==> src/rtl/led_arbiter_if.sv <==
// Bus between the LED arbiter and its requesters: request levels, per-requester
// LED patterns, and the arbiter's grant, done pulses and LED drive.
interface led_arbiter_if #(
  parameter int NREQ = 4
);
  logic [NREQ-1:0]   req;
  logic [8*NREQ-1:0] data;
  logic [NREQ-1:0]   grant;
  logic [NREQ-1:0]   done;
  logic [7:0]        leds;

  // Requester side: drives requests and patterns, observes the arbiter.
  modport master (
    output req,
    output data,
    input  grant,
    input  done,
    input  leds
  );

  // Arbiter side.
  modport slave (
    input  req,
    input  data,
    output grant,
    output done,
    output leds
  );
endinterface

==> src/rtl/led_arbiter.sv <==
// Round-robin arbiter that lends an 8-LED bank to one requester at a time for
// a slot of up to 2^HOLD_BITS cycles. The owner's pattern is shown (active-low)
// while it holds the slot; between owners the bank shows IDLE_PATTERN.
// All outputs are registered; there is no combinational input-to-output path.
module led_arbiter #(
  parameter int         NREQ         = 4,
  parameter int         HOLD_BITS    = 24,
  parameter logic [7:0] IDLE_PATTERN = 8'b10101010
) (
  input  logic          clock,
  input  logic          resetn,
  led_arbiter_if.slave  bus
);

  localparam int IDX_W = $clog2(NREQ);

  typedef enum logic [1:0] {
    IDLE    = 2'd0,
    HOLD    = 2'd1,
    RELEASE = 2'd2
  } state_t;

  state_t               state_q, state_d;
  logic [NREQ-1:0]      grant_q, grant_d;
  logic [NREQ-1:0]      done_q, done_d;
  logic [HOLD_BITS-1:0] timer_q, timer_d;
  logic [7:0]           leds_q, leds_d;
  // Index of the most recently granted requester; while in HOLD it is also
  // the index of the current owner, since it updates on the granting edge.
  logic [IDX_W-1:0]     last_q, last_d;

  // Per-requester pattern view of the packed data bus.
  logic [7:0] data_arr [NREQ];

  for (genvar gi = 0; gi < NREQ; gi++) begin : g_slice
    assign data_arr[gi] = bus.data[8*gi +: 8];
  end

  // Round-robin pick: scan from last+1 upward with wrap. Scanning the offsets
  // from far to near lets the nearest requesting index overwrite the others.
  logic [IDX_W-1:0] sel_idx;
  logic             sel_valid;
  logic [IDX_W:0]   cand;
  logic [IDX_W-1:0] cand_idx;

  // Next owner selection from the current request vector.
  always_comb begin
    sel_idx   = last_q;
    sel_valid = 1'b0;
    cand      = '0;
    cand_idx  = '0;
    for (int k = NREQ; k >= 1; k--) begin
      cand = {1'b0, last_q} + (IDX_W+1)'(k);
      if (cand >= (IDX_W+1)'(NREQ)) begin
        cand = cand - (IDX_W+1)'(NREQ);
      end
      cand_idx = cand[IDX_W-1:0];
      if (bus.req[cand_idx]) begin
        sel_idx   = cand_idx;
        sel_valid = 1'b1;
      end
    end
  end

  // The owner still wants the LEDs; only its own request bit matters in HOLD.
  logic owner_req;
  assign owner_req = |(bus.req & grant_q);

  logic slot_expired;
  assign slot_expired = (timer_q == {HOLD_BITS{1'b1}});

  // Next-state and registered-output computation.
  always_comb begin
    state_d = state_q;
    grant_d = grant_q;
    done_d  = '0;
    timer_d = timer_q;
    leds_d  = leds_q;
    last_d  = last_q;
    case (state_q)
      IDLE: begin
        leds_d  = IDLE_PATTERN;
        grant_d = '0;
        if (sel_valid) begin
          grant_d = NREQ'(1) << sel_idx;
          timer_d = '0;
          last_d  = sel_idx;
          state_d = HOLD;
        end
      end
      HOLD: begin
        // Live tracking of the owner's pattern, inverted for active-low LEDs.
        leds_d  = ~data_arr[last_q];
        timer_d = timer_q + 1'b1;
        // Expiry and request drop share one exit, so they can never produce
        // two done pulses even when they coincide.
        if (slot_expired || !owner_req) begin
          done_d  = grant_q;
          grant_d = '0;
          timer_d = '0;
          state_d = RELEASE;
        end
      end
      RELEASE: begin
        leds_d  = IDLE_PATTERN;
        grant_d = '0;
        state_d = IDLE;
      end
      default: begin
        leds_d  = IDLE_PATTERN;
        grant_d = '0;
        timer_d = '0;
        state_d = IDLE;
      end
    endcase
  end

  // State register; reset leaves requester 0 first in line.
  always_ff @(posedge clock or negedge resetn) begin
    if (!resetn) begin
      state_q <= IDLE;
      grant_q <= '0;
      done_q  <= '0;
      timer_q <= '0;
      leds_q  <= IDLE_PATTERN;
      last_q  <= IDX_W'(NREQ - 1);
    end else begin
      state_q <= state_d;
      grant_q <= grant_d;
      done_q  <= done_d;
      timer_q <= timer_d;
      leds_q  <= leds_d;
      last_q  <= last_d;
    end
  end

  assign bus.grant = grant_q;
  assign bus.done  = done_q;
  assign bus.leds  = leds_q;

endmodule
==> src/flat_wrapper.sv <==
// flat-port wrapper written by rule: the top's interface ports become plain ports
module led_arbiter_flat 
#(
  parameter int         NREQ         = 4,
  parameter int         HOLD_BITS    = 24,
  parameter logic [7:0] IDLE_PATTERN = 8'b10101010
)
  (clock, resetn, bus_req, bus_data, bus_grant, bus_done, bus_leds);
  led_arbiter_if #(.NREQ(NREQ)) bus_i ();
  input  logic clock;
  input  logic resetn;
  input wire logic [$bits(bus_i.req)-1:0] bus_req;
  input wire logic [$bits(bus_i.data)-1:0] bus_data;
  output wire logic [$bits(bus_i.grant)-1:0] bus_grant;
  output wire logic [$bits(bus_i.done)-1:0] bus_done;
  output wire logic [$bits(bus_i.leds)-1:0] bus_leds;
  assign bus_i.req = bus_req;
  assign bus_i.data = bus_data;
  assign bus_grant = bus_i.grant;
  assign bus_done = bus_i.done;
  assign bus_leds = bus_i.leds;
  led_arbiter #(.NREQ(NREQ), .HOLD_BITS(HOLD_BITS), .IDLE_PATTERN(IDLE_PATTERN)) u_core (.clock(clock), .resetn(resetn), .bus(bus_i));
endmodule
==> config.mk <==
export PLATFORM = sky130hd
export DESIGN_NAME = led_arbiter_flat
export DESIGN_NICKNAME = d
export VERILOG_FILES = /design/src/rtl/led_arbiter_if.sv /design/src/rtl/led_arbiter.sv /design/src/flat_wrapper.sv
export SDC_FILE = /design/constraint.sdc
export NUM_CORES = 1
export LEC_CHECK = 0
export BUFFER_PORTS_ARGS = -buffer_cell sky130_fd_sc_hd__buf_2
export CAP_MARGIN = 20
export CORE_MARGIN = 3
export CORE_UTILIZATION = 57
export CTS_CLUSTER_SIZE = 12
export DETAILED_ROUTE_END_ITERATION = 8
export PLACE_DENSITY = 0.85
export SLEW_MARGIN = 25
export SYNTH_ARGS = -nofsm -noshare
export SYNTH_HDL_FRONTEND = slang
export SYNTH_SLANG_ARGS = --single-unit
==> constraint.sdc <==
create_clock -name clock -period 4.9 [get_ports clock]
set_clock_uncertainty 0.2 [all_clocks]
set_input_delay 1.47 -clock clock [delete_from_list [all_inputs] [get_ports clock]]
set_output_delay 1.47 -clock clock [all_outputs]
set_load 0.01 [all_outputs]
### Yosys cells after proc, flatten, opt, wreduce, memory -nomap -nowiden

Cells that the tools add are included.

* bits in registers: 44
* input bits: 38
* output and inout port bits: 16
* word-level logic and storage cells: 76

* $add $sub $neg: 9
* order comparisons: 9
* equality and inequality tests: 5
* shift-type cells: 1
* multiplexer cells: 35
* bitwise logic cells: 4
* reduce and logical (&&, ||, !) cells: 7

Operators with widths (count)
* $pmux W24 S3: 1
* $mux W24: 2
* $add A24 B1 Y24 const B: 1
* $eq A24 B24 Y1 const B: 1
* $mux W8: 3
* $mux W2: 10
* $bmux W8 S2: 1
* $mux W4: 4
* $ge A3 B3 Y1 const B: 5
* $lt A2 B3 Y1 const B: 4
* $bmux W1 S2: 4
* $mux W1: 8
* $not A8 Y8: 1
* $pmux W4 S2: 1
* $sub A2 B1 Y2 const B: 4
* $add A2 B2 Y3 const B: 2
* $reduce_and A2 Y1: 3
* $and A4 B4 Y4: 1
* $ne A2 B1 Y1 const B: 2
* $pmux W2 S2: 1
* $reduce_or A4 Y1: 1
* $shl A1 B2 Y4 const A: 1
* $add A2 B1 Y3 const B: 1
* $add A2 B3 Y3 const B: 1
* other kinds (7): 7

### Depth between registers and ports, before layout

Gate-level depths: netlist of the first run.

* word-level depth: 12
* gate-level depth with buffers: 7
* mapped depth without buffers: 6

### Worst setup path after synthesis of the first run

No wires, ideal clock.

* path kind: input -> register
* start point: input bus_req[2]
* end point: register u_core.timer_q[12]
* library setup time: 0.122 ns
* arrival: 2.575 ns
* required time: 4.578 ns
* path slack: 2.004 ns
* stages: 6
* buffers on the path: 1
* cells stage by stage: nor4_1 > o21bai_1 > clkbuf_1 > nand4_1 > xor2_1 > nor2_1

* word-level cells in the longest chain between the ends: 8
* elaborated cells between the ends (all ways): 20
* classes of those cells: eq/ne (1); mux (14); bitwise (1); reduce/logical (4)

Ends and longest elaborated chain
* start: declaration: RTL line flat_wrapper.sv:12 `input wire logic [$bits(bus_i.req)-1:0] bus_req;`
* $bmux W1 S2: RTL line led_arbiter.sv:58 `if (bus.req[cand_idx]) begin`
* $mux W1 (implied by the code): RTL line led_arbiter.sv:58
* $mux W1 (4 in series): RTL line led_arbiter.sv:58
* $ne A2 B1 Y1 (no source line)
* $reduce_and A2 Y1 (no source line)
* end signal: assignment: RTL line led_arbiter.sv:131 `timer_q <= timer_d;`
* end: declaration: RTL line led_arbiter.sv:26 `logic [HOLD_BITS-1:0] timer_q, timer_d;`

Parallel ways exist; a longest one is shown, timed or not. The select of a mux whose other input is x is not followed.
A chain may end at the register's enable or synchronous reset.

### Final worst setup path of the first run

* start point: input bus_req[2]
* end point: register u_core.timer_q[19]

The elaborated chain is that of the path after synthesis.

==> results of run 1 <==
-- flip-flops by register name (all words and copies together), names as in the netlist --
| name | count |
|---|---|
| u_core.bus.done | 4 |
| u_core.state_q | 2 |
| u_core.bus.leds | 8 |
| u_core.timer_q | 24 |
| u_core.bus.grant | 4 |
| u_core.last_q | 2 |
-- final timing paths --
check / start / endpoint / slack, ps
max: bus_req[2] / u_core.timer_q[19] / 2030
max in group asynchronous: resetn / u_core.bus.grant[1] / 2800
min: u_core.timer_q[23] / u_core.timer_q[23] / 320
min reg2reg: u_core.timer_q[23] / u_core.timer_q[23] / 320
min in group asynchronous: resetn / u_core.timer_q[21] / 1120
max reg2reg: u_core.timer_q[0] / u_core.bus.done[1] / 2500
-- per-stage QoR --
stage                     std cells  utilization  instance area (sq um)  hold slack [ps]  power [mW]
final                           308        0.702                   2610              323        1.16
after global routing            308        0.702                   2610              370        1.23
after CTS                       308        0.701                   2610              324        1.16
after detailed placement        300        0.677                   2510              307       0.932
after global placement          300        0.677                   2510              306       0.920
after floorplan                 205            -                   2230              274       0.815
-- power groups by stage --
stage / sequential [mW] / combinational, mW / clock [mW]
after floorplan: 0.518 / 0.297 / 0
after global placement: 0.530 / 0.390 / 0
after detailed placement: 0.535 / 0.398 / 0
after CTS: 0.529 / 0.399 / 0.234
after global routing: 0.544 / 0.438 / 0.252
final: 0.528 / 0.396 / 0.232
-- area by class of cell --
cell class / count / area (sq um) / share of cell area
multi-input combinational: 154 / 1080 / 0.414
tap: 48 / 60.1 / 0.0230
timing repair buffer: 53 / 265 / 0.102
clock buffer: 8 / 90.1 / 0.0345
sequential: 44 / 1110 / 0.425
inverter: 1 / 3.75 / 0.00144
-- routing by layer --
metal  track usage  vias to the layer above  part of all wire  wire (microns)
li1              -                      843                 -               -
met1         0.285                      847              0.42            1970
met2         0.387                       35              0.52            2430
met3        0.0502                        6             0.042             194
met4        0.0943                        0             0.014              67
met5             0                        -                 0               0
-- logic make-up (layout without fill, tap and decap cells) --
family / after synthesis / count (layout)
multiplexers: 10 / 10
buffers and inverters: 7 / 62
AO/OA/AOI/OAI: 24 / 24
flip-flops: 44 / 44
adder cells (fa/ha/maj): 1 / 1
AND/OR/NAND/NOR: 100 / 100
XOR/XNOR: 19 / 19
-- placed cells by master, fill, tap and decap left out, types with 3 or more instances in the layout --
cell type / synthesis / routed
and2_1: 6 / 6
and3_1: 3 / 3
buf_2: 1 / 53
clkbuf_8: 0 / 6
dfrtp_1: 38 / 38
dfstp_2: 6 / 6
mux4_2: 8 / 8
nand2_1: 19 / 19
nand2b_1: 5 / 5
nand3_1: 9 / 9
nand4_1: 12 / 12
nor2_1: 29 / 29
nor3_1: 5 / 5
o21ai_0: 8 / 8
xnor2_1: 5 / 5
xor2_1: 14 / 14
==> reports/qor.txt, run 1 <==
status: finished clean
Worst-path clk slew: 80 ps
leakage power: 1.18 nW
Setup WS post-layout: 2030 ps
Synth area leaders: dfrtp_1 (43%), mux4_2 (8.1%), dfstp_2 (7.1%)
CTS tree: built
Synth Area in Compound Gates: 0.0775
Gate power share: 0.342
Antenna Nets Post-Route: 0
port buffer count: 53
worst hold path type: reg -> reg
CTS resizes: 0
Top delay family on crit path: simple AND/OR/NAND/NOR gates
Core Area: 3720 sq um
xor/xnor cell area share of the yosys netlist: 0.0747
fmax: 349 MHz
clock root buffer master: clkbuf_8
CTS buffer count: 5
Max FO, Critical Path: 15
layout cells sized above 1: 0.319
final net count: 298
flops & latches, synth: 44
most frequent cells after synthesis: dfrtp_1 (38), nor2_1 (29), nand2_1 (19)
delay of the slowest critical-path stage: 520 ps
# rows: 22
Iteration-0 DRC Markers: 79
cell count along the critical path: 6
Worst Reg-to-Reg Cells: 6
vias in the first global route: 1,758
drt first pass iters: 4
Finish-stage setup viols: 0
routed vias: 1,731
simple-gate share of the synthesized area: 0.235
CP Buf/Inv Count: 1
clk buf depth: 2
Die Wd: 68.5 microns
Place WS: 1600 ps
routed wire length: 4660 microns
maximum VDD drop: 0.000390 V
first-pass GRT wire length: 7820 microns
sequential area share after synthesis: 0.497
synth unique cells: 44
worst slew pin tran: 950 ps
GRT Residual Overflow: 0
Yosys top cell area share: 0.427
DRC violations left: 0
# IOs: 54
setup_tns: 0 ps
Final Slew Violations: 0
fillcell total: 289
post-DR vias/cell: 5.62
main combinational cell family by area after synthesis: simple AND/OR/NAND/NOR gates
hold depth: 1
final worst path period share: 0.586
Post-synth top flop: dfrtp_1
global placement routability congestion: 0.782
Warnings, synthesis: 0
Post CTS Setup Buffer Count: 0
CTS H-tree depth: 2
synthesized instance count: 205
CP endpoint kind: flip-flop
post-synth top area cell: dfrtp_1
Worst Path Arrival: 2850 ps
crit-path cells: buf_2, nor4_1, o21bai_2, nand4_1, xor2_1, nor2_1
most common cell in the netlist: dfrtp_1
Final Critical Period: 2870 ps
clock network power share: 0.201
Hold-fix buffers, CTS: 0
RSZ-0062 raised after global routing: false
largest net degree at the start of global routing: 45
mux cell area share after synthesis: 0.0910
initial antenna violation count: 0
syn_nets: 244
GRT Total Usage: 0.230
chip height: 68.5 microns
total die area: 4700 sq um
slew margin rel.: 0.367
Critical Path Start Type: input port
Ant. Diodes: 0
wire per inst: 15.1 microns
Post-synth EDFFs: 0
clock sink total: 44
Sw Share: 0.351
post-DP HPWL: 3430 microns
Initial Utilization: 0.600
Cell Area, Synth: 2230 sq um
average size of a mapped cell: 10.9 sq um
Switch Pwr: 405 uW
Max Cap Viol: 0
sequential share of power: 0.457
critical path required time: 4880 ps
Fin. Hold Viols: 0
P per Cell Area: 443 nW/um^2
internal power: 751 uW
Setup CP Type: in -> reg
Crit-path slowest cell: nor4_1
Adder-Cell Fraction of Synth Area: 0.00561
area added between synthesis and finish: 17.1%
Post-synth ARST share: 1.00
Worst-Skew Late Latency: 300 ps
No activity file was read; power rests on OpenSTA's default activity.
==> run 2: changes to the inputs <==
--- a/config.mk
+++ b/config.mk
@@ -8,10 +8,10 @@
 export BUFFER_PORTS_ARGS = -buffer_cell sky130_fd_sc_hd__buf_2
 export CAP_MARGIN = 20
 export CORE_MARGIN = 3
-export CORE_UTILIZATION = 57
+export CORE_UTILIZATION = 48
 export CTS_CLUSTER_SIZE = 12
 export DETAILED_ROUTE_END_ITERATION = 8
-export PLACE_DENSITY = 0.85
+export PLACE_DENSITY = 0.77
 export SLEW_MARGIN = 25
 export SYNTH_ARGS = -nofsm -noshare
 export SYNTH_HDL_FRONTEND = slang
==> constraint.sdc (replaced) <==
create_clock -name clock -period 2.42 [get_ports clock]
set_clock_uncertainty 0.2 [all_clocks]
set_input_delay 0.726 -clock clock [delete_from_list [all_inputs] [get_ports clock]]
set_output_delay 0.726 -clock clock [all_outputs]
set_load 0.01 [all_outputs]
==> run 2 against run 1 <==
Against the previous run:
- count of clock-buffer cells in the layout shrank 3
- global-route usage is 3.5 points lower
- utilization decreased by 8.5 points
- sequential share of layout area is 1.8 points lower
- sequential power is 97% higher
- sequential cell count stayed put
- largest cell class unchanged
- highest routed layer unchanged
==> reports/qor.txt, run 2 (synthesis results as in run 1) <==
wire per inst: 14.8 microns (-2.4%)
Worst-path clk slew: 90 ps (about the same)
Fin. Hold Viols: 0 (unchanged)
Critical Path Start Type: flip-flop
chip height: 74.1 microns (+8.2%)
Max Cap Viol: 0 (unchanged)
Hold-fix buffers, CTS: 0 (unchanged)
Finish-stage setup viols: 0 (unchanged)
port buffer count: 53 (unchanged)
GRT Residual Overflow: 0 (unchanged)
Worst Path Arrival: 2240 ps (-610 ps)
RSZ-0062 raised after global routing: false
commonest non-fill, non-tap cell in the layout: buf_2
layout cells sized above 1: 0.348 (+0.0289)
Reg with most FFs: u_core.timer_q
post-DP HPWL: 3540 microns (+3.1%)
Top delay family on crit path: simple AND/OR/NAND/NOR gates
CTS buffer count: 5 (unchanged)
Crit-path slowest cell: or4_4
GRT Total Usage: 0.195 (-0.0347)
vias in the first global route: 1,821 (+3.6%)
# rows: 24 (+9.1%)
routed vias: 1,757 (+1.5%)
largest net degree at the start of global routing: 26 (-42%)
clock root buffer master: clkbuf_8
worst hold path type: in -> async
leading cell types in the layout, fill and taps excluded: buf_2 (53), dfrtp_1 (38), nor2_1 (29)
critical path required time: 2400 ps (-2480 ps)
CTS H-tree depth: 2 (unchanged)
Final Slew Violations: 0 (unchanged)
post-DR vias/cell: 5.46 (-2.9%)
total die area: 5500 sq um (+17%)
Ant. Diodes: 0 (unchanged)
fmax: 443 MHz
CP Buf/Inv Count: 0 (-1)
clock sink total: 44 (unchanged)
utilization after layout: 0.617 (-0.0852)
Worst-Skew Late Latency: 300 ps (about the same)
status: finished clean
Initial Utilization: 0.505 (-0.0948)
maximum VDD drop: 0.000597 V (+53%)
CTS tree: built
P per Cell Area: 907 nW/um^2 (+100%)
DRC violations left: 0 (unchanged)
first-pass GRT wire length: 8210 microns (+4.9%)
global placement routability congestion: 0.773 (-1.2%)
Iteration-0 DRC Markers: 97 (+23%)
Die Wd: 74.1 microns (+8.2%)
routed wire length: 4760 microns (+2.1%)
post-route cell area: 2720 sq um (+4.4%)
Post CTS Setup Buffer Count: 0 (unchanged)
# IOs: 54 (unchanged)
Max FO, Critical Path: 19 (+4)
worst slew pin tran: 1030 ps (+81.2 ps)
CTS resizes: 0 (unchanged)
clk buf depth: 2 (unchanged)
delay of the slowest critical-path stage: 560 ps (+40 ps)
final worst path period share: 0.933
Setup CP Type: reg -> reg
leakage power: 1.25 nW (+5.6%)
cell area after placement: 2610 sq um (+3.7%)
initial antenna violation count: 0 (unchanged)
area added between synthesis and finish: 22.2%
crit-path cells: ha_1, nand2_1, or4_4, o21a_4, nor2_8, nor2_1
slew margin rel.: 0.311 (-0.0555)
CP endpoint kind: flip-flop
Power Total: 2.47 mW (+110%)
Core Area: 4410 sq um (+19%)
Antenna Nets Post-Route: 0 (unchanged)
drt first pass iters: 4 (unchanged)
max reg flops: 24 (unchanged)
final net count: 308 (+3.4%)
Final Critical Period: 2260 ps
==> run 2: per-layer routing <==
layer / part of all wire / global-route usage
met2: 0.52 / 0.346
met4: 0.013 / 0.0624
met5: 0 / 0
met3: 0.031 / 0.0365
met1: 0.43 / 0.239
==> run 2: path summary, 6_finish.rpt <==
path | slack (ps) | startpoint | cells past startpoint | endpoint
setup / recovery | 160 | u_core.timer_q[0] | 6 | u_core.timer_q[21]
hold / removal | 160 | resetn | 1 | u_core.timer_q[20]
setup reg to reg | 160 | u_core.timer_q[0] | 6 | u_core.timer_q[21]
hold reg to reg | 320 | u_core.timer_q[23] | 1 | u_core.timer_q[23]
max in group asynchronous | 1290 | resetn | 2 | u_core.last_q[1]
min in group clock | 320 | u_core.timer_q[23] | 1 | u_core.timer_q[23]
==> run 2: cell type report <==
class | instances | area [sq um]
multi-input combinational | 154 | 1080
sequential | 44 | 1110
tap | 52 | 65.1
clock buffer | 5 | 68.8
timing repair buffer | 63 | 353
fill | 373 | 1690
inverter | 1 | 3.75
clock inverter | 3 | 46.3
==> run 2: metrics by stage <==
| stage | TNS (ps) | cells | hold WS (ps) | worst slack (ps) |
|---|---|---|---|---|
| finish | 0 | 322 | 163 | 162 |
| global route | 0 | 322 | 186 | 26.8 |
| CTS | 0 | 322 | 175 | 143 |
| detailed placement | -1210 | 314 | 307 | -106 |
| global placement | -963 | 314 | 301 | -80.9 |
| floorplan | 0 | 205 | 230 | 268 |
==> run 2: report_power, final <==
group          internal, mW  switching (mW)  total [mW]  leakage (nW)
Sequential            0.910           0.127        1.04         0.586
Combinational         0.399           0.466       0.866         0.605
Clock                 0.311           0.255       0.566        0.0548
